File: config.mk
export PLATFORM = sky130hd
export DESIGN_NAME = pixel_ramp_adc_readout
export DESIGN_NICKNAME = d
export VERILOG_FILES = /design/src/rtl/pixel_ramp_adc_readout.sv
export SDC_FILE = /design/constraint.sdc
export NUM_CORES = 1
export LEC_CHECK = 0
export BUFFER_PORTS_ARGS = -buffer_cell sky130_fd_sc_hd__buf_2
export CAP_MARGIN = 10
export CORE_MARGIN = 2
export CORE_UTILIZATION = 45
export CTS_BUF_LIST = sky130_fd_sc_hd__clkbuf_4
export CTS_CLUSTER_SIZE = 25
export DETAILED_ROUTE_END_ITERATION = 7
export PLACE_DENSITY = 0.79
export SLEW_MARGIN = 20
export SYNTH_ARGS = -nofsm -noshare
export SYNTH_HDL_FRONTEND = slang
export SYNTH_SLANG_ARGS = --single-unit
File: constraint.sdc
create_clock -name clk -period 2 [get_ports clk]
set_clock_uncertainty 0.1 [all_clocks]
set_input_delay 0.3 -clock clk [delete_from_list [all_inputs] [get_ports clk]]
set_output_delay 0.3 -clock clk [all_outputs]
set_load 0.005 [all_outputs]
File: src/rtl/pixel_ramp_adc_readout.sv
// Single-slope column ADC: ramps dac_code during convert, latches per-column codes
// on comparator trip, then streams them per row. Optional build macro: GRAY_COUNTER_EN.
module pixel_ramp_adc_readout #(
    parameter int N_COL = 4,
    parameter int W     = 8,
    parameter int COL_W = 4
) (
    input  logic             clk,
    input  logic             reset,
    input  logic             convert,
    input  logic [3:0]       read,
    input  logic [N_COL-1:0] cmp,
    output logic [W-1:0]     dac_code,
    output logic [W-1:0]     out_data,
    output logic [COL_W-1:0] out_col,
    output logic [1:0]       out_row,
    output logic             out_valid,
    input  logic             out_ready,
    output logic             busy,
    output logic             overrun
);

    typedef enum logic [1:0] {IDLE, CONVERT, HOLD, STREAM} state_t;

    state_t             state_q, state_d;
    logic               conv_q, conv_prev_q;
    logic [3:0]         read_q, read_prev_q;
    logic [W-1:0]       dac_q, dac_d;
    logic [W-1:0]       latch_q [N_COL];
    logic [W-1:0]       latch_d [N_COL];
    logic [N_COL-1:0]   tripped_q, tripped_d;
    logic [COL_W-1:0]   ptr_q, ptr_d;
    logic [1:0]         row_q, row_d;
    logic               valid_q, valid_d;
    logic               overrun_q, overrun_d;
    logic               capture;
    logic               conv_rise, conv_fall, read_start;
    logic [W-1:0]       sel;

`ifdef GRAY_COUNTER_EN
    function automatic logic [W-1:0] enc(input logic [W-1:0] v);
        return v ^ (v >> 1);
    endfunction

    function automatic logic [W-1:0] dec(input logic [W-1:0] g);
        logic [W-1:0] b;
        b[W-1] = g[W-1];
        for (int unsigned i = 1; i < W; i++) begin
            b[W-1-i] = b[W-i] ^ g[W-1-i];
        end
        return b;
    endfunction
`else
    function automatic logic [W-1:0] enc(input logic [W-1:0] v);
        return v;
    endfunction

    function automatic logic [W-1:0] dec(input logic [W-1:0] g);
        return g;
    endfunction
`endif

    assign conv_rise  = conv_q & ~conv_prev_q;
    assign conv_fall  = ~conv_q & conv_prev_q;
    assign read_start = (read_q != 4'd0) && (read_prev_q == 4'd0);

    always_comb begin
        state_d   = state_q;
        dac_d     = dac_q;
        latch_d   = latch_q;
        tripped_d = tripped_q;
        ptr_d     = ptr_q;
        row_d     = row_q;
        valid_d   = valid_q;
        overrun_d = overrun_q;
        capture   = 1'b0;

        case (state_q)
            IDLE: begin
                if (conv_rise) begin
                    state_d   = CONVERT;
                    tripped_d = '0;
                    capture   = 1'b1;
                    dac_d     = W'(1);
                end
            end
            CONVERT: begin
                if (conv_fall) begin
                    state_d = HOLD;
                    dac_d   = '0;
                    for (int unsigned c = 0; c < N_COL; c++) begin
                        if (!tripped_q[c]) latch_d[c] = enc('1);
                    end
                end else begin
                    capture = 1'b1;
                    if (dac_q != '1) dac_d = dac_q + W'(1);
                end
            end
            HOLD: begin
                if (read_start) begin
                    state_d = STREAM;
                    valid_d = 1'b1;
                    ptr_d   = '0;
                    // Descending scan so the lowest set bit wins.
                    for (int unsigned i = 4; i > 0; i--) begin
                        if (read_q[i-1]) row_d = 2'(i-1);
                    end
                end
            end
            STREAM: begin
                if (valid_q && out_ready) begin
                    if (ptr_q == COL_W'(N_COL-1)) begin
                        valid_d = 1'b0;
                        ptr_d   = '0;
                        state_d = IDLE;
                    end else begin
                        ptr_d = ptr_q + COL_W'(1);
                    end
                end
            end
            default: state_d = IDLE;
        endcase

        // Capture uses the code shown this cycle; edge cycle shows 0.
        if (capture) begin
            for (int unsigned c = 0; c < N_COL; c++) begin
                if (cmp[c] && !tripped_d[c]) begin
                    latch_d[c]   = enc(dac_q);
                    tripped_d[c] = 1'b1;
                end
            end
        end

        if (conv_rise && (state_q == HOLD || state_q == STREAM)) overrun_d = 1'b1;
    end

    always_ff @(posedge clk or negedge reset) begin
        if (!reset) begin
            state_q     <= IDLE;
            conv_q      <= 1'b0;
            conv_prev_q <= 1'b0;
            read_q      <= '0;
            read_prev_q <= '0;
            dac_q       <= '0;
            latch_q     <= '{default: '0};
            tripped_q   <= '0;
            ptr_q       <= '0;
            row_q       <= '0;
            valid_q     <= 1'b0;
            overrun_q   <= 1'b0;
        end else begin
            state_q     <= state_d;
            conv_q      <= convert;
            conv_prev_q <= conv_q;
            read_q      <= read;
            read_prev_q <= read_q;
            dac_q       <= dac_d;
            latch_q     <= latch_d;
            tripped_q   <= tripped_d;
            ptr_q       <= ptr_d;
            row_q       <= row_d;
            valid_q     <= valid_d;
            overrun_q   <= overrun_d;
        end
    end

    always_comb begin
        sel = '0;
        for (int unsigned c = 0; c < N_COL; c++) begin
            if (ptr_q == COL_W'(c)) sel = latch_q[c];
        end
    end

    assign dac_code  = dac_q;
    assign out_data  = dec(sel);
    assign out_col   = ptr_q;
    assign out_row   = row_q;
    assign out_valid = valid_q;
    assign busy      = (state_q != IDLE);
    assign overrun   = overrun_q;

endmodule

Yosys cells after proc, flatten, opt, wreduce, memory -nomap -nowiden. Index checks and enable logic that the tools add are counted.

Register bits: 64. Output and inout port bits: 25. Logic and storage cells: 105.

$add $sub $neg: 2. Equal/unequal tests: 13. Muxes and demuxes: 47. Bitwise operators: 4. Reduce and logical (&&, ||, !) cells: 24.

Operator list (count): $mux 8 (15); $mux 32 (3); $mux 4 (6); $mux 2 (9); $pmux 8 s2 (1); $ne 2x2->1 const B (5); $mux 1 (9); $reduce_and 3->1 (3); $add 8x1->8 const B (1); $eq 4x2->1 const B (2); $logic_not 4->1 (2); $ne 8x8->1 const B (1); $pmux 2 s4 (1); $pmux 4 s2 (1); $logic_and 1x1->1 (7); $reduce_bool 2->1 (3); $reduce_and 5->1 (1); $add 4x1->4 const B (1); $eq 2x2->1 const B (2); $eq 4x1->1 const B (1); $logic_not 1->1 (4); $pmux 1 s2 (2); $reduce_and 4->1 (1); $reduce_bool 4->1 (1); other kinds (6) (8).

Longest topological paths before layout.
Word-level depth: 8. Depth in mapped cells: 8. Depth with buffers taken out: 6.

Worst setup path after synthesis. No wires, ideal clock.

Path type: register to register. From: reg ptr_q[0] (netlist: out_col[0]). To: reg state_q[1]. Library setup time: 0.125 ns. Data arrival time: 1.675 ns. Data required time: 1.775 ns. Path slack: 0.100 ns. Stages on the path, launching flop included: 7. Buffers on the path: 1. Cell sequence: dfrtp_1 ha_1 or3b_1 buf_2 o21ai_2 o211ai_2 mux2_4.

Longest elaborated chain between the ends: 3.

RTL lines: from (decl) (line 32) `logic [COL_W-1:0] ptr_q, ptr_d;`; from (signal assigned) (line 160) `ptr_q <= ptr_d;`; $eq 4x2->1 (line 112) `if (ptr_q == COL_W'(N_COL-1)) begin`; $ne 2x2->1 (no line); $reduce_and 5->1 (no line); to (signal assigned) (line 152) `state_q <= state_d;`; to (decl) (line 25) `state_t state_q, state_d;`.

No other way between the ends. A chain may end at the register's enable or synchronous reset.

Worst setup path in the final report.
From: reg ptr_q[1] (netlist: out_col[1]). To: out out_data[4].

Longest elaborated chain between the ends: 5. Elaborated cells between the ends (all ways): 8. Classes of those cells: eq/ne (3); mux (4); reduce/logical (1).

RTL lines: $logic_not 4->1 (line 170) `if (ptr_q == COL_W'(c)) sel = latch_q[c];`; $mux 8 (3 in series) (line 170); $mux 8 * (line 170); to (decl) (line 14) `output logic [W-1:0] out_data,`.

Mark *: on every way between the ends. The rest lies on a longest branch, timed or not.

==> impl_metrics.csv <==
group,metric,value,unit
clocking,clock_latency,0.41,ns
sta,fin_ws,-0.248,ns
synth,synth_cell_types,50,
critical_path,critical_path.slowest_cell,"dfrtp_1",
drt,routed_via_density,5.52,
synth,ys.flop_type,"dfrtp_1",
critical_path,cp_num_buf_inv,3,
global_route,overflow,0,
clocking,cts_sinks,64,
synth,yosys.area.top_type,"dfrtp_1",
synth,yosysTopAreaCellShare,49.9,%
cells_and_area,n_antenna_cell,0,
clocking,h-tree-depth,3,
global_route,grt_pass1_vias,2770,
sta,grt_setup_unrepaired,"yes",
global_route,track_usage,22.7,%
sta,relSlewSlack,69.5,%
critical_path,cp_max_fo,8,
cells_and_area,multi_input_area,0.00172,mm2
drt,drcViolationCount,0,
sta,slew_violations,0,
status,status,"finished, violations left",
clocking,cts_inserted_buffers,9,
sta,fmaxAchievable,445,MHz
floorplanning,die_area,0.00782,mm2
placed_design,placed_area,0.00373,mm2
synth,ys_ff_latch,64,
placed_design,dp_hpwl,5.36,mm
drt,wl,8.22,mm
critical_path,end_kind,"output port",
critical_path,worst-setup-path-type,"flop to output port",
sta,period_share,112,%
synth,synthTopCellsByArea,"dfrtp_1 (50%), mux2i_1 (10%), nor2_1 (5.6%), ha_1 (3.9%), o21ai_0 (3.4%)",
min_path,min_path_type,"input pin to flop",
cells_and_area,final_nets,408,
floorplanning,fp.dieH,88.5,um
synth,synth-async-reset-ratio,100,%
floorplanning,core,0.00683,mm2
cells_and_area,fillers,556,
floorplanning,boundaryPins,37,
synth,syn_inst,308,
global_route,antenna_found_initial,0,
cells_and_area,fin_util,61.8,%
synth,syn_nets,330,
power_and_ir_drop,peakVddDrop,0.601,mV
synth,synthesis.area,0.00321,mm2
critical_path,startpoint_type,"flop",
global_route,grt_max_degree,65,
drt,drt-wirelength-per-cell,16.9,um
synth,synth_seq_area_share,49.9,%
cells_and_area,drive_gt1_share,34.5,%
clocking,tritoncts,"built",
critical_path,crit_chain,"inv_2 -> ha_2 -> nor4b_4 -> buf_12 -> a221oi_2 -> o21ai_1 -> buf_2",
critical_path,critPathMaxStageDelay,0.40,ns
power_and_ir_drop,powerDensity,1440,mW/mm2
critical_path,required,1.60,ns
sta,min_period,2.25,ns
floorplanning,row_count,30,
cells_and_area,area_delta_synth_final,31.5,%
drt,first_pass_iters,4,
cells_and_area,design_area,0.00422,mm2
floorplanning,initial_core_util,47.0,%
placed_design,numPortBuffers,36,
clocking,root_buffer,"clkbuf_4",
power_and_ir_drop,p_comb_share,48.1,%
synth,synth.avg_cell_area,10.4,um2
drt,via_count,2688,
status,violations,"setup timing",
synth,synthMostInstantiatedCell,"dfrtp_1",
clocking,clock_path_buffers,2,
sta,tightest_slew,0.457,ns
critical_path,arrival,1.85,ns
drt,drt_iter0_drc,212,
sta,finalHoldViolations,0,
power_and_ir_drop,p_int,3730,uW
drt,antenna_left,0,
global_route,grt_pass1_wl,13.3,mm
power_and_ir_drop,p_leak,0.00208,uW
sta,finalSetupViolations,10,
cells_and_area,ff_latch_area,0.00160,mm2
placed_design,gp_congestion,0.889,
critical_path,cpLargestDelayFamily,"flip-flops",
synth,synth-edff-count,0,
power_and_ir_drop,power_switching_share,38.8,%
synth,synth_common_cells,"dfrtp_1 (64), nor2_1 (48), mux2i_1 (32)",
power_and_ir_drop,clkPwrFrac,17.2,%
synth,ys_warn_count,0,
power_and_ir_drop,pwr-share-seq,34.6,%
clocking,cts.clk_slew.worst_paths,0.12,ns
power_and_ir_drop,p_sw,2370,uW
run,maxCapViolations,0,
floorplanning,dieWidth,88.5,um
what timing repair did:
item / in CTS / in global routing
hold buffers: 6 / 0
pin swaps: 3 / 8
cloned: 1 / 0
setup endpoints to repair: 9 / 15
endpoints found under the hold margin: 69 / 0
buffers inserted: 5 / 4
resized for setup: 38 / 27
layout make-up:
type | count | share of cell area (%)
Sequential cell | 64 | 37.9
Multi-Input combinational cell | 222 | 40.6
Inverter | 17 | 1.51
Tap cell | 96 | 2.85
Timing Repair Buffer | 72 | 13.1
Clock inverter | 7 | 2.37
Clock buffer | 9 | 1.60
logic make-up after synthesis:
kind of cell    Yosys count  share of synthesized area (%)
simple gates            101                           16.1
buf+inv                  23                           2.81
compound gates           75                           16.2
flops                    64                           49.9
mux                      35                           11.1
fa+ha+maj                10                           3.90
flip-flops by register name (all words and copies together) (netlist names):
register / cells
conv_prev_q: 1
read_q: 4
dac_code: 8
out_valid: 1
overrun: 1
out_row: 2
latch_q: 32
read_prev_q: 4
conv_q: 1
state_q: 2
tripped_q: 4
out_col: 4
per-stage QoR:
step	power, uW	setup WS [ns]	hold WS (ns)	setup TNS, ns	cells
floorplan	3520	0.100	-0.0956	0	308
global placement	4280	-0.177	0.236	-1.35	458
detailed placement	4400	-0.285	0.253	-2.23	458
CTS	5750	-0.274	0.0179	-2.10	485
global route	6500	-0.355	0.0207	-2.92	487
finish	6090	-0.248	0.0333	-2.03	487
cells in the final DEF, fill, tap and decap left out, types with 2 or more instances in the layout:
| cell | synthesis | routed |
|---|---|---|
| a21oi_1 | 15 | 14 |
| a221oi_2 | 0 | 7 |
| a22o_1 | 6 | 6 |
| and2_4 | 0 | 3 |
| and3_1 | 2 | 2 |
| buf_12 | 0 | 6 |
| buf_2 | 3 | 36 |
| buf_4 | 0 | 21 |
| buf_6 | 0 | 3 |
| bufinv_16 | 0 | 2 |
| clkbuf_4 | 0 | 9 |
| dfrtp_1 | 64 | 64 |
| dlygate4sd3_1 | 0 | 6 |
| ha_1 | 10 | 4 |
| ha_2 | 0 | 3 |
| ha_4 | 0 | 3 |
| inv_1 | 17 | 14 |
| inv_2 | 0 | 3 |
| inv_6 | 0 | 3 |
| mux2_2 | 2 | 2 |
| mux2i_1 | 32 | 32 |
| nand2_1 | 16 | 15 |
| nand2b_1 | 2 | 2 |
| nand3_1 | 6 | 6 |
| nand3b_1 | 2 | 2 |
| nor2_1 | 48 | 46 |
| nor2b_1 | 3 | 2 |
| nor3_1 | 7 | 7 |
| o2111ai_1 | 2 | 2 |
| o21ai_0 | 22 | 7 |
| o21ai_1 | 2 | 11 |
| o21ai_2 | 6 | 10 |
| o21ai_4 | 1 | 3 |
| o31ai_1 | 2 | 2 |
| or3b_4 | 0 | 2 |
routing by layer:
layer	global-route usage, %	routed length, um
met2	36.9	4130
met5	0	0
met3	4.38	349
met4	10.6	252
met1	29.2	3490
power by group through the flow:
stage | Sequential [uW] | Combinational, uW | Clock [uW]
2_1_floorplan | 2020 | 1500 | 0
3_3_place_gp | 2040 | 2240 | 0
3_5_place_dp | 2050 | 2350 | 0
4_1_cts | 2060 | 2640 | 1060
5_1_grt | 2160 | 3210 | 1130
6_report | 2110 | 2930 | 1050
worst paths after layout:
kind,startpoint,to,slack [ns],depth (start not counted)
max,out_col[1]$_DFFE_PN0P_,out_data[4],-0.25,7
min,cmp[3],tripped_q[3]$_DFF_PN0_,0.03,2
max reg2reg,out_col[1]$_DFFE_PN0P_,state_q[1]$_DFFE_PN0P_,-0.07,7
min reg2reg,read_q[3]$_DFF_PN0_,read_prev_q[3]$_DFF_PN0_,0.35,0
max in group asynchronous,reset,latch_q[2]$_DFF_PN0_,1.19,3
min in group asynchronous,reset,latch_q[15]$_DFF_PN0_,0.32,3
Power figures use the tool's default switching activity.
